## src/rtl/ps2_kb_ctrl.sv

```systemverilog
// ps2_kb_ctrl: PS/2 keyboard controller for the CPU bus.
// Resynchronises kclk/kdata and deframes 11-bit PS/2 frames. E0/F0 prefixes are folded
// into one {ext, brk, code} event per key, and events are queued in a FIFO that the CPU
// reads through keyboard_cs.
// Optional build macro: PS2_PARITY_CHECK_EN. When it is defined, frames must have odd
// parity over the 8 data bits plus the parity bit. When it is not defined, the parity bit
// is ignored.
// Ports:
//   clk, rst          system clock; asynchronous active-high reset
//   kclk, kdata       raw PS/2 pins (asynchronous to clk)
//   keyboard_cs       bus chip-select; qualifies kb_rd and kb_clr
//   kb_rd             pop the FIFO head
//   kb_clr            clear the sticky kb_ovf/kb_ferr flags
//   kb_data           FIFO head {ext, brk, code}; 0 when the FIFO is empty
//   kb_ready          FIFO not empty
//   kb_ovf            sticky: an event was dropped because the FIFO was full
//   kb_ferr           sticky: a frame was aborted (start/stop/parity/timeout)
module ps2_kb_ctrl #(
  parameter int unsigned FIFO_DEPTH  = 8,
  parameter int unsigned TIMEOUT_CYC = 50000,
  parameter int unsigned SYNC_STAGES = 2
) (
  input  logic       clk,
  input  logic       rst,
  input  logic       kclk,
  input  logic       kdata,
  input  logic       keyboard_cs,
  input  logic       kb_rd,
  input  logic       kb_clr,
  output logic [9:0] kb_data,
  output logic       kb_ready,
  output logic       kb_ovf,
  output logic       kb_ferr
);

  localparam int unsigned AW = $clog2(FIFO_DEPTH);
  localparam int unsigned TW = $clog2(TIMEOUT_CYC + 1);

  typedef enum logic [1:0] {S_IDLE, S_DATA, S_PARITY, S_STOP} state_t;

  // Pin synchronisers and kclk falling-edge detect; idle line level is 1.
  logic [SYNC_STAGES-1:0] kclk_sync, kdata_sync;
  logic                   kclk_prev;
  logic                   kclk_s, kdata_s, fall_c;

  always_ff @(posedge clk or posedge rst) begin
    if (rst) begin
      kclk_sync  <= '1;
      kdata_sync <= '1;
      kclk_prev  <= 1'b1;
    end else begin
      kclk_sync  <= {kclk_sync[SYNC_STAGES-2:0], kclk};
      kdata_sync <= {kdata_sync[SYNC_STAGES-2:0], kdata};
      kclk_prev  <= kclk_s;
    end
  end

  assign kclk_s  = kclk_sync[SYNC_STAGES-1];
  assign kdata_s = kdata_sync[SYNC_STAGES-1];
  assign fall_c  = kclk_prev & ~kclk_s;

  // Frame deserialiser state
  state_t         state_q, state_d;
  logic [7:0]     shreg_q, shreg_d;
  logic [2:0]     bit_idx_q, bit_idx_d;
  logic [TW-1:0]  tmo_q, tmo_d;
  logic           byte_valid_q, byte_valid_d;
  logic           ferr_set_c;
  logic           frame_ok_c;

`ifdef PS2_PARITY_CHECK_EN
  logic par_q, par_d;

  always_ff @(posedge clk or posedge rst) begin
    if (rst) par_q <= 1'b0;
    else     par_q <= par_d;
  end

  assign frame_ok_c = ^{shreg_q, par_q};
`else
  assign frame_ok_c = 1'b1;
`endif

  always_ff @(posedge clk or posedge rst) begin
    if (rst) begin
      state_q      <= S_IDLE;
      shreg_q      <= '0;
      bit_idx_q    <= '0;
      tmo_q        <= '0;
      byte_valid_q <= 1'b0;
    end else begin
      state_q      <= state_d;
      shreg_q      <= shreg_d;
      bit_idx_q    <= bit_idx_d;
      tmo_q        <= tmo_d;
      byte_valid_q <= byte_valid_d;
    end
  end

  // Next-state logic; the inactivity timeout takes priority over a coincident fall.
  always_comb begin
    state_d      = state_q;
    shreg_d      = shreg_q;
    bit_idx_d    = bit_idx_q;
    tmo_d        = '0;
    byte_valid_d = 1'b0;
    ferr_set_c   = 1'b0;
`ifdef PS2_PARITY_CHECK_EN
    par_d        = par_q;
`endif
    if (state_q != S_IDLE) tmo_d = fall_c ? '0 : tmo_q + TW'(1);

    if (state_q != S_IDLE && tmo_q == TW'(TIMEOUT_CYC)) begin
      state_d    = S_IDLE;
      ferr_set_c = 1'b1;
      tmo_d      = '0;
    end else if (fall_c) begin
      case (state_q)
        S_IDLE: begin
          if (!kdata_s) begin
            state_d   = S_DATA;
            bit_idx_d = '0;
          end
        end
        S_DATA: begin
          shreg_d   = {kdata_s, shreg_q[7:1]};
          bit_idx_d = bit_idx_q + 3'd1;
          if (bit_idx_q == 3'd7) state_d = S_PARITY;
        end
        S_PARITY: begin
`ifdef PS2_PARITY_CHECK_EN
          par_d   = kdata_s;
`endif
          state_d = S_STOP;
        end
        S_STOP: begin
          state_d = S_IDLE;
          if (kdata_s && frame_ok_c) byte_valid_d = 1'b1;
          else                       ferr_set_c   = 1'b1;
        end
        default: state_d = S_IDLE;
      endcase
    end
  end

  // Prefix decoder; shreg_q holds the received byte until the next frame's data bits arrive.
  logic ext_q, brk_q;
  logic push_req_c;

  assign push_req_c = byte_valid_q && (shreg_q != 8'hE0) && (shreg_q != 8'hF0);

  always_ff @(posedge clk or posedge rst) begin
    if (rst) begin
      ext_q <= 1'b0;
      brk_q <= 1'b0;
    end else if (byte_valid_q) begin
      if (shreg_q == 8'hE0) begin
        ext_q <= 1'b1;
      end else if (shreg_q == 8'hF0) begin
        brk_q <= 1'b1;
      end else begin
        ext_q <= 1'b0;
        brk_q <= 1'b0;
      end
    end
  end

  // Event FIFO; the extra pointer MSB distinguishes full from empty.
  logic [9:0]  mem [FIFO_DEPTH];
  logic [AW:0] wr_ptr, rd_ptr;
  logic        empty_c, full_c, pop_c, push_c, ovf_set_c;

  assign empty_c   = (wr_ptr == rd_ptr);
  assign full_c    = (wr_ptr[AW-1:0] == rd_ptr[AW-1:0]) && (wr_ptr[AW] != rd_ptr[AW]);
  assign pop_c     = keyboard_cs & kb_rd & ~empty_c;
  assign push_c    = push_req_c & (~full_c | pop_c);
  assign ovf_set_c = push_req_c & full_c & ~pop_c;

  always_ff @(posedge clk) begin
    if (push_c) mem[wr_ptr[AW-1:0]] <= {ext_q, brk_q, shreg_q};
  end

  always_ff @(posedge clk or posedge rst) begin
    if (rst) begin
      wr_ptr <= '0;
      rd_ptr <= '0;
    end else begin
      if (push_c) wr_ptr <= wr_ptr + 1'b1;
      if (pop_c)  rd_ptr <= rd_ptr + 1'b1;
    end
  end

  // Sticky error flags; a new error on the same clk as a clear wins.
  always_ff @(posedge clk or posedge rst) begin
    if (rst) begin
      kb_ovf  <= 1'b0;
      kb_ferr <= 1'b0;
    end else begin
      if (ovf_set_c)                  kb_ovf <= 1'b1;
      else if (keyboard_cs && kb_clr) kb_ovf <= 1'b0;
      if (ferr_set_c)                 kb_ferr <= 1'b1;
      else if (keyboard_cs && kb_clr) kb_ferr <= 1'b0;
    end
  end

  assign kb_data  = empty_c ? 10'h000 : mem[rd_ptr[AW-1:0]];
  assign kb_ready = ~empty_c;

endmodule

```

## config.mk

```make
export PLATFORM = sky130hd
export DESIGN_NAME = ps2_kb_ctrl
export DESIGN_NICKNAME = d
export VERILOG_FILES = /design/src/rtl/ps2_kb_ctrl.sv
export SDC_FILE = /design/constraint.sdc
export NUM_CORES = 1
export LEC_CHECK = 0
export ABC_AREA = 1
export CORE_MARGIN = 4
export CORE_UTILIZATION = 47
export CTS_CLUSTER_SIZE = 14
export DETAILED_ROUTE_END_ITERATION = 7
export GPL_TIMING_DRIVEN = 0
export PLACE_DENSITY = 0.66
export SETUP_SLACK_MARGIN = 0.05
export SLEW_MARGIN = 10
export SYNTH_ARGS = -nofsm -noshare
export SYNTH_HDL_FRONTEND = slang
export SYNTH_SLANG_ARGS = --single-unit
export TNS_END_PERCENT = 1
```

## constraint.sdc

```tcl
create_clock -name clk -period 2.8 [get_ports clk]
set_input_delay 0.7 -clock clk [delete_from_list [all_inputs] [get_ports clk]]
set_output_delay 0.7 -clock clk [all_outputs]
set_load 0.02 [all_outputs]
```

==> flow_summary.toml <==
[sta]
relSlewSlack_pct = 31.68
maxSlewViolCount = 0
post-route-period-util_pct = 97.34
rsz0062_at_grt = "true"
hold_viol = 0
clock_skew_ps = 7.601
fin_hold_ws_ps = 355.9
worst_pin_slew_ps = 1021
clock.fmax_mhz = 366.9
period_needed_ps = 2725
setup_viol = 0

[critical_path]
required_ps = 2100
path_max_fanout = 10
cpMaxStageDelayCell = "dfrtp_1"
cp_common_cell = "nor2_1"
critPathCaptureType = "output pin"
path_cells = "buf_4 > inv_2 > buf_4 > nor2_1 > o22ai_1 > nor2_1 > nor2_1 > clkdlybuf4s15_2"
cp.arrival_ps = 2030
cp_top_family = "buffers and inverters"
cpPeakStageDelay_ps = 370
cp.depth = 8
r2r_cells = 6
setup.worst_path.class = "register to output pin"
start_kind = "register"
cp.buffers_inverters = 4

[synthesis]
synth_area_leaders = "edfxtp_1 (42%), dfrtp_1 (18%), nor2_1 (7.6%), nand2_1 (7.2%), o21ai_0 (3.9%)"
netlist.area_leader.share_pct = 42.07
synth.distinct_cells = 32
synthFlopType = "edfxtp_1"
ys_seq_area_share_pct = 62.77
synth_cells = 566
async_reset_ff_share_pct = 37.01
synth_fp_nets = 583
synth_warnings = 0
synth_top_area_cell = "edfxtp_1"
synth_edf_count = 80
ys_top_cells_by_count = "nor2_1 (116), nand2_1 (110), edfxtp_1 (80)"
ys_ff_latch = 127
yosysMostFrequentCell = "nor2_1"
syn_area_um2 = 5710
syn_area_per_cell_um2 = 10.09

[clock_tree]
cts_tree = "built"
cts-buffers-inserted = 17
post-cts-setup-buffers = 0
cts_hold_buf = 0
cts.sinks = 127
clk_latency_ps = 420
cts-root-buf = "clkbuf_16"
htreeDepth = 4
clk_pin_slew_ps = 60
clockBufferDepth = 2

[global_routing]
antenna_found_initial = 0
grt_remaining_overflow = 0
grt_pass1_wl_mm = 19.53
grt_max_degree = 36
grtUsageTotal_pct = 17.82
grt_pass1_vias = 3931

[place]
io_buffers = 19
gp_congestion = 0.8368
dp.cells = 729
dp_hpwl_mm = 7.942

[finish]
diodes = 0
instances_no_fill = 760
drive_above_1_share_pct = 13.94
area_growth_pct = 16.52
fin_nets = 622

[status]
status = "completed"

[routing]
wl_per_cell_um = 15.54
drt-total-wl_mm = 11.81
vias = 3990
drt-initial-drc-count = 229
ant_nets = 0
drt-pass1-iter-count = 5
viasPerCell = 5.250
route.detailed.drc = 0

[floorplan]
rows = 39
start_util_pct = 48.96
die_area_um2 = 13980
core_um2 = 11660
ios = 20
die-height_um = 118.2
die_w_um = 118.2

[flow_run]
cap_violations = 0

[min_path]
holdPathStages = 0
hp-class = "register to register"

[power]
comb_power_share_pct = 35.0
switching_share_pct = 37.37
irDropWorstVdd_v = 0.0005538
power_density_nw_per_um2 = 1033
p_switching_w = 0.002568
seqPwrFrac_pct = 35.8
power_frac_clock_pct = 29.3
p_int_w = 0.004304
p_leak_nw = 2.753
[layout make-up]
cell class / instances / area [um2]
multi-input combinational: 374 / 1851
inverter: 43 / 161.4
tap: 143 / 178.9
fill: 997 / 5009
timing repair buffer: 20 / 191.4
buffer: 22 / 143.9
clock inverter: 14 / 117.6
clock buffer: 17 / 425.4
sequential: 127 / 3585
[registers in the layout, summed over array words and instances (netlist names)]
signal	cells
rd_ptr	4
byte_valid_q	1
kb_ferr	1
state_q	2
kdata_sync	2
wr_ptr	4
ext_q	1
kb_ovf	1
tmo_q	16
shreg_q	8
kclk_sync	2
brk_q	1
mem	80
kclk_prev	1
bit_idx_q	3
[timing repair]
action | 4_1_cts | 5_1_grt
gates resized for setup | 36 | 18
cloned | 0 | 0
setup endpoints to repair | 11 | 30
pin swaps | 0 | 1
[layout by cell type (no fill, tap or decap), drive strengths merged]
cell type      instances
nor3                   2
clkbuf                25
buf                   20
o22ai                 10
nor2                 121
clkinv                 6
nand3                 29
a21oi                  3
nand2                113
clkinvlp               4
xor2                  11
clkdlybuf4s50          8
inv                   46
o21a                   1
or2                    2
xnor2                  1
dfstp                  5
edfxtp                80
nand4                 15
o21bai                 1
ha                    10
o21ai                 45
o211ai                10
bufinv                 1
clkdlybuf4s15          6
dfrtp                 42
[logic make-up (layout without fill, tap and decap cells)]
kind of cell / after synthesis / in the layout / synth area share (%)
and+or+nand+nor: 282 / 282 / 21.01
buffers and inverters: 65 / 116 / 4.908
AOI/OAI and AO/OA: 70 / 70 / 6.946
DFF: 127 / 127 / 62.77
xor gates and xnor gates: 12 / 12 / 2.169
adders and majority gates: 10 / 10 / 2.191
[stage by stage]
stage	setup WS, ps	TNS, ps	power [W]	util, %	cell area, um2
after CTS	-16.29	-16.29	0.006954	57.14	6664
after detailed placement	-322.3	-16410	0.004989	52.30	6100
after global routing	-28.12	-29.54	0.007286	57.05	6654
final	74.51	0	0.006873	57.05	6654
after global placement	-262.0	-14400	0.004932	52.13	6080
after floorplan	707.7	0	0.004059	-	5710
[routing by layer]
metal	GRT usage (%)	share of wire, %	vias to the layer above
met5	0	0	-
met4	7.253	1.2	0
met3	4.728	5.4	17
met2	28.40	48	104
met1	23.34	45	1889
li1	-	-	1980
[worst paths after layout]
path | startpoint | endpoint | slack, ps
worst max register to register | shreg_q[3] | mem[4][6] | 340
min in group asynchronous | rst | bit_idx_q[1] | 540
worst min register to register | kdata_sync[0] | kdata_sync[1] | 360
worst max-delay path | rd_ptr[0] | kb_data[1] | 70
max in group asynchronous | rst | kdata_sync[1] | 1720
worst min-delay path | kdata_sync[0] | kdata_sync[1] | 360
[power by group through the flow]
stage          sequential (W)  clock [W]  combinational (W)
6_report              0.00246    0.00201            0.00240
5_1_grt               0.00250    0.00214            0.00265
4_1_cts               0.00246    0.00204            0.00245
3_5_place_dp          0.00249          0            0.00250
3_3_place_gp          0.00248          0            0.00245
2_1_floorplan         0.00241          0            0.00165
Note: power is estimated with default switching activity, not from simulation.
